## config.mk

```make
export PLATFORM = sky130hd
export DESIGN_NAME = muldiv_seq
export DESIGN_NICKNAME = d
export VERILOG_FILES = /design/src/rtl/muldiv_seq.sv
export SDC_FILE = /design/constraint.sdc
export NUM_CORES = 1
export LEC_CHECK = 0
export BUFFER_PORTS_ARGS = -buffer_cell sky130_fd_sc_hd__buf_2
export CELL_PAD_IN_SITES_DETAIL_PLACEMENT = 1
export CELL_PAD_IN_SITES_GLOBAL_PLACEMENT = 1
export CORE_MARGIN = 2
export CORE_UTILIZATION = 47
export CTS_CLUSTER_DIAMETER = 100
export DETAILED_ROUTE_END_ITERATION = 8
export HOLD_SLACK_MARGIN = 0.02
export PLACE_DENSITY = 0.8
export SETUP_SLACK_MARGIN = 0.15
export SYNTH_ARGS = -nofsm -noshare
export SYNTH_HDL_FRONTEND = slang
export SYNTH_SLANG_ARGS = --single-unit
```

## constraint.sdc

```tcl
create_clock -name clk -period 16.3 [get_ports clk]
set_clock_uncertainty 0.05 [all_clocks]
set_input_delay 4.075 -clock clk [delete_from_list [all_inputs] [get_ports clk]]
set_output_delay 4.075 -clock clk [all_outputs]
set_load 0.03 [all_outputs]
```

## src/rtl/muldiv_seq.sv

```systemverilog
// Iterative MULT/MULTU/DIV/DIVU sequencer that owns the HI/LO registers.
// Optional build macro MULDIV_EARLY_OUT_EN: multiply exits as soon as the multiplier runs out.
module muldiv_seq #(
    parameter int WIDTH = 32,
    parameter int STEPS = 32
) (
    input  logic             clk,
    input  logic             reset,
    input  logic             start,
    input  logic             is_div,
    input  logic             sign,
    input  logic [WIDTH-1:0] a,
    input  logic [WIDTH-1:0] b,
    input  logic             flush,
    input  logic             hi_we,
    input  logic             lo_we,
    input  logic [WIDTH-1:0] wdata,
    output logic             busy,
    output logic             done,
    output logic [WIDTH-1:0] hi,
    output logic [WIDTH-1:0] lo
);

    // state | meaning
    // IDLE  | waiting for start, MTHI/MTLO allowed
    // PREP  | take operand magnitudes, record result signs
    // ITER  | one shift-add or restoring-divide step per cycle
    // FIX   | apply signs, write HI/LO on the exit edge
    // DONE  | one-cycle done pulse, otherwise identical to IDLE
    localparam logic [2:0] IDLE = 3'd0;
    localparam logic [2:0] PREP = 3'd1;
    localparam logic [2:0] ITER = 3'd2;
    localparam logic [2:0] FIX  = 3'd3;
    localparam logic [2:0] DONE = 3'd4;

    localparam int CW = $clog2(STEPS);

    logic [2:0]         r_state;
    logic [WIDTH-1:0]   r_a;
    logic [WIDTH-1:0]   r_b;
    logic               r_is_div;
    logic               r_sign;
    logic               r_neg_q;
    logic               r_neg_r;
    logic               r_div0;
    logic [CW-1:0]      r_count;
    logic [2*WIDTH-1:0] r_acc;
    logic [2*WIDTH-1:0] r_mcand;
    logic [WIDTH-1:0]   r_mplier;
    logic [WIDTH-1:0]   r_rem;
    logic [WIDTH-1:0]   r_q;
    logic [WIDTH-1:0]   r_divisor;
    logic [WIDTH-1:0]   r_hi;
    logic [WIDTH-1:0]   r_lo;

    logic               w_idle;
    logic               w_accept;
    logic [WIDTH-1:0]   w_abs_a;
    logic [WIDTH-1:0]   w_abs_b;
    logic [2*WIDTH-1:0] w_acc_next;
    logic [WIDTH-1:0]   w_mplier_next;
    logic [WIDTH:0]     w_rem_sh;
    logic [WIDTH-1:0]   w_q_sh;
    logic [WIDTH:0]     w_t;
    logic               w_last_step;
    logic               w_prep_skip;
    logic [2*WIDTH-1:0] w_prod;
    logic [WIDTH-1:0]   w_q_fix;
    logic [WIDTH-1:0]   w_rem_fix;
    logic [WIDTH-1:0]   w_res_hi;
    logic [WIDTH-1:0]   w_res_lo;

    assign w_idle   = (r_state == IDLE) || (r_state == DONE);
    assign w_accept = w_idle && start && !flush;

    assign w_abs_a = (r_sign && r_a[WIDTH-1]) ? (~r_a + 1'b1) : r_a;
    assign w_abs_b = (r_sign && r_b[WIDTH-1]) ? (~r_b + 1'b1) : r_b;

    assign w_acc_next    = r_mplier[0] ? (r_acc + r_mcand) : r_acc;
    assign w_mplier_next = r_mplier >> 1;

    // Restoring divide: 33-bit trial subtract, sign bit of the difference decides.
    assign w_rem_sh = {r_rem, r_q[WIDTH-1]};
    assign w_q_sh   = {r_q[WIDTH-2:0], 1'b0};
    assign w_t      = w_rem_sh - {1'b0, r_divisor};

`ifdef MULDIV_EARLY_OUT_EN
    assign w_last_step = (r_count == CW'(STEPS - 1)) ||
                         (!r_is_div && (w_mplier_next == '0));
    assign w_prep_skip = !r_is_div && (w_abs_b == '0);
`else
    assign w_last_step = (r_count == CW'(STEPS - 1));
    assign w_prep_skip = 1'b0;
`endif

    // Divide by zero leaves q all ones; keep it that way regardless of operand signs.
    assign w_prod    = r_neg_q ? (~r_acc + 1'b1) : r_acc;
    assign w_q_fix   = (r_neg_q && !r_div0) ? (~r_q + 1'b1) : r_q;
    assign w_rem_fix = r_neg_r ? (~r_rem + 1'b1) : r_rem;
    assign w_res_hi  = r_is_div ? w_rem_fix : w_prod[2*WIDTH-1:WIDTH];
    assign w_res_lo  = r_is_div ? w_q_fix   : w_prod[WIDTH-1:0];

    always_ff @(posedge clk or posedge reset) begin
        if (reset) begin
            r_state   <= IDLE;
            r_a       <= '0;
            r_b       <= '0;
            r_is_div  <= 1'b0;
            r_sign    <= 1'b0;
            r_neg_q   <= 1'b0;
            r_neg_r   <= 1'b0;
            r_div0    <= 1'b0;
            r_count   <= '0;
            r_acc     <= '0;
            r_mcand   <= '0;
            r_mplier  <= '0;
            r_rem     <= '0;
            r_q       <= '0;
            r_divisor <= '0;
        end else if (flush) begin
            r_state <= IDLE;
        end else begin
            case (r_state)
                IDLE, DONE: begin
                    if (start) begin
                        r_a      <= a;
                        r_b      <= b;
                        r_is_div <= is_div;
                        r_sign   <= sign;
                        r_state  <= PREP;
                    end else begin
                        r_state  <= IDLE;
                    end
                end
                PREP: begin
                    r_neg_q   <= r_sign && (r_a[WIDTH-1] ^ r_b[WIDTH-1]);
                    r_neg_r   <= r_sign && r_a[WIDTH-1];
                    r_div0    <= (r_b == '0);
                    r_count   <= '0;
                    r_acc     <= '0;
                    r_mcand   <= {{WIDTH{1'b0}}, w_abs_a};
                    r_mplier  <= w_abs_b;
                    r_rem     <= '0;
                    r_q       <= w_abs_a;
                    r_divisor <= w_abs_b;
                    r_state   <= w_prep_skip ? FIX : ITER;
                end
                ITER: begin
                    if (r_is_div) begin
                        if (!w_t[WIDTH]) begin
                            r_rem <= w_t[WIDTH-1:0];
                            r_q   <= w_q_sh | {{(WIDTH-1){1'b0}}, 1'b1};
                        end else begin
                            r_rem <= w_rem_sh[WIDTH-1:0];
                            r_q   <= w_q_sh;
                        end
                    end else begin
                        r_acc    <= w_acc_next;
                        r_mcand  <= r_mcand << 1;
                        r_mplier <= w_mplier_next;
                    end
                    r_count <= r_count + 1'b1;
                    if (w_last_step) begin
                        r_state <= FIX;
                    end
                end
                FIX: begin
                    r_state <= DONE;
                end
                default: begin
                    r_state <= IDLE;
                end
            endcase
        end
    end

    // HI/LO: result on the FIX edge, MTHI/MTLO only when idle and no op is being launched.
    always_ff @(posedge clk or posedge reset) begin
        if (reset) begin
            r_hi <= '0;
            r_lo <= '0;
        end else if (!flush) begin
            if (r_state == FIX) begin
                r_hi <= w_res_hi;
                r_lo <= w_res_lo;
            end else if (w_idle && !w_accept) begin
                if (hi_we) begin
                    r_hi <= wdata;
                end
                if (lo_we) begin
                    r_lo <= wdata;
                end
            end
        end
    end

    assign busy = (r_state == PREP) || (r_state == ITER) || (r_state == FIX);
    assign done = (r_state == DONE);
    assign hi   = r_hi;
    assign lo   = r_lo;

endmodule

```

==> reports/summary.md, run 1 <==
For this design, the sink count on the clock tree is 397. The number of nets in the synthesized netlist is 3301. The congestion estimate from routability-driven global placement came to 0.980. The signal on the critical path passes through buf_2 -> or3_4 -> nand2_1 -> o21ai_4 -> buf_4 -> inv_1 -> nand3_1 -> o21ai_0 -> a32oi_1.

The share of the clock period used by the worst path after layout was 37.3%; the number of max-cap violations was 0. The total I/O pin count is 170, and the number of setup buffers added after CTS is 0. After synthesis, the netlist uses 66 different library cells. The final routed DRC violation total was 0.

The die covers 56900 um^2. In this run, post-CTS hold repair placed 0 buffers. For this run, the total global-route usage over all layers was measured as 32.3%. The initial antenna violation count was 0; the area growth from synthesis to layout was 11.7%. The power per cell area was 161 nW/um^2; the source-to-sink clock delay at the later pin of the worst-skew pair was 0.61 ns.

In this run, post-CTS repair resized a total of 0 instances. Setup violations remaining at the end of the flow were counted as 0. The maximum clock insertion buffer count is 3, and the cell area after placement is 27200 um^2. The final cell area excluding filler cells is 28900 um^2, and the violation count after the first detailed-routing iteration is 1665. The run finished with clean final reports. For the worst setup path, the data required time is 16.77 ns. Class of the tightest hold or removal check: register to register. After legalization and detailed placement, the total HPWL measured 68.6 mm. For this configuration, the core starts out at a cell density of 47.8%. The transition at the pin with the smallest max-transition slack is 1.23 ns, and the largest net degree at the start of global routing is 142. The worst setup path is launched from an input port. The run gives 24220 as the via count of the first global-routing pass. The analysis attributes to cell leakage a power of 13.2 nW. The gate count of the mapped netlist is 3093, and the highest fanout seen on the critical path is 62.

After synthesis, the share of flip-flops with an asynchronous set or reset is 100%. After global routing the overflow that remains totals 0. The max-slew violation count is 0, and the highest ir drop seen on vdd is 0.0918 mV. The number of storage elements in the synthesis netlist was 397; the net total in the final layout was 3366. The buffers plus inverters on the worst setup path is 3. Buffers placed on the I/O ports in this run total 169.

The floorplan step set the die width to 239 um. The routed layout has 24140 vias. The clock buffer count from CTS is 49, and the register area share after synthesis is 38.4%. The detailed-route wire length per cell was 23.7 um. The floorplan has 85 rows. The mapped netlist covers 25900 um^2.

For this run, the share of the core covered by cells in the final layout is 53.3%. The most used flip-flop cell after synthesis is sky130_fd_sc_hd__dfrtp_1. The worst pin sits at a relative slew slack of 18.0%. The die height came out at 239 um. After detailed routing, the number of vias per cell comes to 6.20.

For this run, the number of standard cells in the final layout without fillers is 3892. For this block, the routed nets add up to 92.1 mm of wire. The core region is 54100 um^2. The first global-routing pass estimated 144 mm of wire.

The cell family contributing the most delay on the critical path is buffers and inverters. The count of warnings emitted by yosys came out at 0. The tools report the setup TNS after final layout as 0 ns. The depth of the CTS H-tree is 2, and the met2 wire length is 41.0 mm.

At the worst endpoint, the arrival time is 6.55 ns. The topmost layer with routed signal wires is met4. In the layout the commonest cells are 466 x sky130_fd_sc_hd__nand2_1, 396 x sky130_fd_sc_hd__dfrtp_1, 368 x sky130_fd_sc_hd__o21ai_0.

The setup path with the least slack is of type input port to register. The critical-path cell with the highest stage delay was sky130_fd_sc_hd__buf_4. Minimum clock period: 6.08 ns.

STA classifies the critical path endpoint as a register. The tools report the number of antenna-violating nets in the routed design as 0. Including well taps, the total number of placed cells is 3803. In this run the mean area of a mapped cell was 8.36 um^2.

Counting flops with a built-in enable in the synthesized netlist gives 0. TritonCTS built the clock tree. Leaving out fill and tap cells, the most frequent cell in the layout is sky130_fd_sc_hd__nand2_1. The clock-pin slew reported for the worst setup and hold paths after clock tree synthesis was 0.06 ns; the number of hold violations in the final report was 0. 0 antenna diodes ended up in the layout. The maximum frequency from static timing analysis is 0.164 GHz, and the fraction of final layout cells with drive strength greater than 1 is 11.8%.

The routed metal-1 wirelength is 42.1 mm. The tree is rooted in a sky130_fd_sc_hd__clkbuf_16. The number of optimization iterations in the first detailed-route pass is 5. On the worst path, the slowest cell contributes a delay of 0.61 ns.

In the detailed route, the total length drawn on met3 is 6.13 mm. Setup repair after global routing left no endpoint under its margin.
tightest hold or removal path, stage by stage, from the launching register on:
cell and delay (ns):
sky130_fd_sc_hd__dfrtp_1 0.33, sky130_fd_sc_hd__nand2_1 0.05, sky130_fd_sc_hd__o21ai_0 0.06
registers in the layout (all words and copies together) (netlist names):
| signal | cells |
|---|---|
| r_acc | 64 |
| r_mcand | 64 |
| hi | 32 |
| lo | 32 |
| r_a | 32 |
| r_b | 32 |
| r_divisor | 32 |
| r_mplier | 32 |
| r_q | 32 |
| r_rem | 32 |
| r_count | 5 |
| r_state | 3 |
| r_div0 | 1 |
| r_is_div | 1 |
| r_neg_q | 1 |
| r_neg_r | 1 |
| r_sign | 1 |
cell usage after synthesis (6+ instances only):
cell type / instances / area, um^2
sky130_fd_sc_hd__a21boi_0: 7 / 52.6
sky130_fd_sc_hd__o211ai_1: 13 / 97.6
sky130_fd_sc_hd__nand2b_1: 18 / 113
sky130_fd_sc_hd__nor2b_1: 13 / 81.3
sky130_fd_sc_hd__o21a_1: 14 / 105
sky130_fd_sc_hd__a21oi_1: 250 / 1250
sky130_fd_sc_hd__a22o_1: 6 / 52.6
sky130_fd_sc_hd__or4_1: 29 / 218
sky130_fd_sc_hd__xnor2_1: 146 / 1280
sky130_fd_sc_hd__nor4_1: 27 / 169
sky130_fd_sc_hd__a221oi_1: 8 / 70.1
sky130_fd_sc_hd__o21ai_0: 368 / 1840
sky130_fd_sc_hd__nor2_1: 230 / 863
sky130_fd_sc_hd__a22oi_1: 6 / 45.0
sky130_fd_sc_hd__and3_1: 20 / 125
sky130_fd_sc_hd__or3_1: 33 / 206
sky130_fd_sc_hd__nor3b_1: 6 / 45.0
sky130_fd_sc_hd__mux2_2: 62 / 698
sky130_fd_sc_hd__inv_1: 72 / 270
sky130_fd_sc_hd__mux2i_1: 38 / 380
sky130_fd_sc_hd__nand2_1: 467 / 1750
sky130_fd_sc_hd__o41ai_1: 24 / 210
sky130_fd_sc_hd__clkbuf_1: 168 / 631
sky130_fd_sc_hd__a31oi_1: 36 / 225
sky130_fd_sc_hd__nand4_1: 25 / 156
sky130_fd_sc_hd__o21bai_1: 16 / 120
sky130_fd_sc_hd__nor3_1: 37 / 185
sky130_fd_sc_hd__a211oi_1: 36 / 270
sky130_fd_sc_hd__ha_1: 102 / 1280
sky130_fd_sc_hd__buf_1: 12 / 45.0
sky130_fd_sc_hd__dfrtp_1: 397 / 9930
sky130_fd_sc_hd__and2_1: 16 / 100
sky130_fd_sc_hd__a21o_1: 57 / 428
sky130_fd_sc_hd__xor2_1: 117 / 1020
sky130_fd_sc_hd__o31ai_1: 40 / 300
sky130_fd_sc_hd__o22ai_1: 11 / 68.8
sky130_fd_sc_hd__or2_2: 12 / 75.1
sky130_fd_sc_hd__nand3_1: 88 / 440
sky130_fd_sc_hd__o221ai_1: 13 / 114
logic make-up after synthesis:
logic type / share of synthesized area, %
AND/OR/NAND/NOR: 18.1
AO/OA/AOI/OAI: 21.6
flip-flops: 38.4
XOR/XNOR: 8.91
buffers and inverters: 3.66
adder cells (fa/ha/maj): 5.09
multiplexers: 4.17
layout make-up:
class | count | area (um^2)
Clock buffer | 70 | 1420
Clock inverter | 19 | 290
Fill cell | 6467 | 25300
Inverter | 72 | 278
Multi-Input combinational cell | 2444 | 15000
Sequential cell | 397 | 9940
Tap cell | 696 | 871
Timing Repair Buffer | 194 | 1050
worst paths after layout:
path | slack [ns] | depth (start not counted) | to | startpoint
worst max-delay path | 10.22 | 9 | r_acc[63] | flush
worst min-delay path | 0.43 | 2 | hi[12] | hi[12]
worst max register to register | 11.79 | 9 | hi[12] | r_acc[4]
worst min register to register | 0.43 | 2 | hi[12] | hi[12]
max in group asynchronous | 11.04 | 3 | r_is_div | reset
min in group asynchronous | 3.60 | 2 | r_a[9] | reset
report_power, final:
| group | total (mW) | internal (mW) | switching, mW |
|---|---|---|---|
| logic | 1.91 | 0.691 | 1.22 |
| clock network | 1.16 | 0.701 | 0.461 |
| registers | 1.58 | 1.24 | 0.340 |
metrics by stage:
| step | total power, mW | worst slack [ns] | hold WS, ns |
|---|---|---|---|
| after floorplan | 2.80 | 1.14 | 0.400 |
| after global placement | 3.37 | 9.61 | 0.406 |
| after detailed placement | 3.45 | 9.59 | 0.418 |
| after CTS | 4.64 | 10.22 | 0.430 |
| after global routing | 4.93 | 10.0 | 0.452 |
| final | 4.66 | 10.22 | 0.425 |
routing by layer:
layer  vias to the layer above  track usage (%)
li1                      11148                -
met1                     12090             46.4
met2                       750             50.7
met3                       152             4.55
met4                         0             9.89
met5                         -                0
(Power assumes the default switching activity.)
==> run 2, diff against run 1 <==
- clock period: 16.3 -> 6.1 ns (I/O delays scaled with it)
==> reports/summary.md, run 2 (synthesis gave the netlist of run 1 again) <==
The run finished with clean final reports. The highest fanout seen on the critical path was 7 (-89%); the number of optimization iterations in the first detailed-route pass was 5 (unchanged). The tree is rooted in a sky130_fd_sc_hd__clkbuf_16. The routing usage on met3 was 4.93% (+0.38 points); the die area was 56900 um^2 (unchanged).

The number of hold violations in the final report is 0 (unchanged). The tools report the final global-route overflow total as 0 (unchanged). For the endpoint arrival time on the critical path, the log shows 4.75 ns (-1.80 ns).

The initial antenna violation count came out at 5 (+5). The die height was 239 um (unchanged); the fraction of the core area covered by cells at the end of the flow was 53.3% (about the same). The run gives 70.9 mm (+3.2%) as the detailed placer's ending HPWL. The library cell used most frequently in the layout, excluding fill and tap cells, is sky130_fd_sc_hd__nand2_1.

The area growth from synthesis to layout was 11.6% (about the same); the source-to-sink clock delay at the later pin of the worst-skew pair was 0.60 ns (about the same). The power per cell area was 430 nW/um^2 (+170%). The logs give 27.2% (+9.2 points) for the worst max-slew margin expressed relative to the limit and 47.3% (+0.96 points) for the met1 track demand over resource. The run gives 24200 (+0.25%) as the via count.

Kind of cell adding the most delay to the critical path: compound AO/OA/AOI/OAI gates. The horizontal die dimension is 239 um (unchanged), and the final routed DRC violation total is 0 (unchanged). The tools report the final cell area excluding filler cells as 28900 um^2 (about the same).

For hold timing, the worst endpoint is lo[15]. The cell area after placement was 27200 um^2 (+0.24%); the count of cells along the worst hold path was 2 (unchanged). The worst register-to-register path ends at r_acc[48].

The quantity of I/O buffers inserted on ports came out at 169 (unchanged). The logs give 9940 um^2 (unchanged) for the sequential standard cell area and 24706 (+2.0%) for the via count of the first global-routing pass. The critical-path cell with the highest stage delay was sky130_fd_sc_hd__a2111oi_0. The number of filler cells placed in the layout was 6496 (+0.45%); the net total in the final layout was 3371 (+0.15%). The fraction of final layout cells with drive strength greater than 1 is 12.1% (+0.30 points), and the largest net degree at the start of global routing is 145 (+2.1%).

The logs give 3 (unchanged) for the maximum clock insertion buffer count and 6.50 ns (-10.27 ns) for the critical path required time. The run gives 13.2 nW (about the same) as the leakage power total. The buffers plus inverters on the worst setup path came out at 0 (-3). For the sink count of the clock tree, the log shows 397 (unchanged). Setup repair after global routing left no endpoint under its margin. Stage delay of the slowest cell on the critical path: 0.84 ns (+0.23 ns). The run gives 0 (unchanged) as the hold buffer count at cts. The run gives 1.75 ns (-10.04 ns) as the minimum setup slack among reg-to-reg paths. In this run the worst hold path is classified as register to register. The number of vias per cell works out to 6.21 (+0.15%).

TritonCTS built the clock tree. The logs give 47.8% (unchanged) for the effective utilization at floorplan and 0 (unchanged) for the number of antenna-violating nets in the routed design. The worst path in the final design needs a cycle of 4.35 ns, including I/O delays and setup. For this run, the top clock speed supported by timing is 0.230 GHz.

The worst setup path is launched from a register. For the area of the multi-input gates, the log shows 15000 um^2 (unchanged). Highest-utilization routing layer at the global route stage: met2. The highest ir drop seen on vdd is 0.231 mV (+150%). The overall fraction of global-route tracks in use was 33.4% (+1.1 points). The tools report the post-cts resize count as 0 (unchanged).

The depth of the worst register-to-register path was 12 (+3); the total I/O pin count was 170 (unchanged). The library cells used most frequently in the layout, excluding fill and tap cells, are 466 x sky130_fd_sc_hd__nand2_1, 396 x sky130_fd_sc_hd__dfrtp_1, 368 x sky130_fd_sc_hd__o21ai_0. The clock-pin slew reported for the worst setup and hold paths after clock tree synthesis was 0.06 ns (about the same). Dividing the final minimum period by the clock period gives 71.3%. Final setup violation count: 0 (unchanged). The floorplan row count was 85 (unchanged). In this run the critical register-to-register path is launched from r_acc[2]. The cell repeated most along the worst path is sky130_fd_sc_hd__o21ai_0. The logs give 0 (unchanged) for the max-slew violation count and 0 (unchanged) for the antenna diode instance count. Detailed-route wire length per cell: 24.2 um (+2.5%). For the wire length of the first global-routing pass, the log shows 147 mm (+2.7%). In the final layout, the registers with the most flip-flops are r_acc: 64 flops, r_mcand: 64 flops.

The area of the core region is 54100 um^2 (unchanged), and the global routing usage on met2 is 52.2% (+1.5 points). The routability congestion estimate is 0.983 (+0.40%). The tools report the depth of the CTS H-tree as 2 (unchanged).

The run gives 1970 (+18%) as the violation count after the first detailed-routing iteration. The signal on the critical path passes through ha_1 -> nor2b_1 -> nor3_1 -> o21ai_0 -> a31oi_1 -> o21ai_0 -> a41o_1 -> a2111oi_0 -> nor2_1 -> a41oi_1 -> xnor2_1 -> o21ai_0. The transition at the pin with the smallest max-transition slack is 1.09 ns (-0.139 ns). The number of setup buffers added after CTS came out at 0 (unchanged). The tools report the sort of element at the end of the critical path as a register.

The critical path start-end classification is register to register. The worst hold path startpoint is lo[15]. The aggregate routed wire length is 94.5 mm (+2.6%).

The clock buffer count from CTS came out at 48 (-2.0%). The number of max-cap violations was 0 (unchanged).
==> run 2: cell count changes in the layout (fill, tap and decap cells not counted) <==
cell and change:
sky130_fd_sc_hd__buf_12 +2, sky130_fd_sc_hd__buf_4 +4, sky130_fd_sc_hd__bufinv_16 -2, sky130_fd_sc_hd__clkbuf_1 -6, sky130_fd_sc_hd__clkbuf_16 -2, sky130_fd_sc_hd__clkbuf_8 +3, sky130_fd_sc_hd__clkinv_2 +8, sky130_fd_sc_hd__clkinv_4 -3
sky130_fd_sc_hd__inv_16 -1, sky130_fd_sc_hd__inv_6 +2, sky130_fd_sc_hd__inv_8 -1
==> run 2: cell type report <==
type	instances	share of cell area, %
sequential	397	34.4
tap	696	3.02
clock buffer	65	4.80
timing repair buffer	200	3.87
multi-input combinational	2444	52.1
inverter	72	0.950
clock inverter	22	0.811
==> run 2: tightest hold or removal path, cell delays in order (launching register included) <==
cell and delay (ns):
sky130_fd_sc_hd__dfrtp_1 0.34, sky130_fd_sc_hd__nand2_1 0.04, sky130_fd_sc_hd__o21ai_0 0.06
==> run 2: how the worst max path moves through the flow <==
stage	from	slack [ns]	endpoint	cells after the start
after floorplan	reset	-0.82	hi[0]	1
after global placement	r_mcand[0]	1.96	r_acc[32]	15
after detailed placement	r_acc[2]	1.81	r_acc[48]	12
after CTS	r_acc[2]	1.76	r_acc[48]	12
after global routing	r_acc[2]	1.48	r_acc[48]	12
final	r_acc[2]	1.75	r_acc[48]	12
==> run 2: stage by stage <==
stage / cells / power [mW] / hold WS, ns / TNS (ns) / setup WS (ns)
global route: 3896 / 13.1 / 0.450 / 0 / 1.48
detailed placement: 3809 / 9.31 / 0.416 / 0 / 1.81
CTS: 3896 / 12.4 / 0.429 / 0 / 1.76
floorplan: 3093 / 7.49 / 0.400 / -325.07 / -0.819
finish: 3896 / 12.4 / 0.425 / 0 / 1.75
global placement: 3809 / 9.10 / 0.406 / 0 / 1.96
==> run 2: power breakdown <==
part	switching [mW]	internal [mW]	leakage (nW)
clock	1.22	1.76	0.807
combinational	3.34	1.87	7.39
sequential	0.898	3.31	5.00
==> run 2: layer usage <==
layer / vias to the layer above / share of wire, %
li1: 11133 / -
met1: 12144 / 46
met2: 751 / 45
met3: 170 / 6.0
met4: 2 / 3.6
met5: - / 0.0074
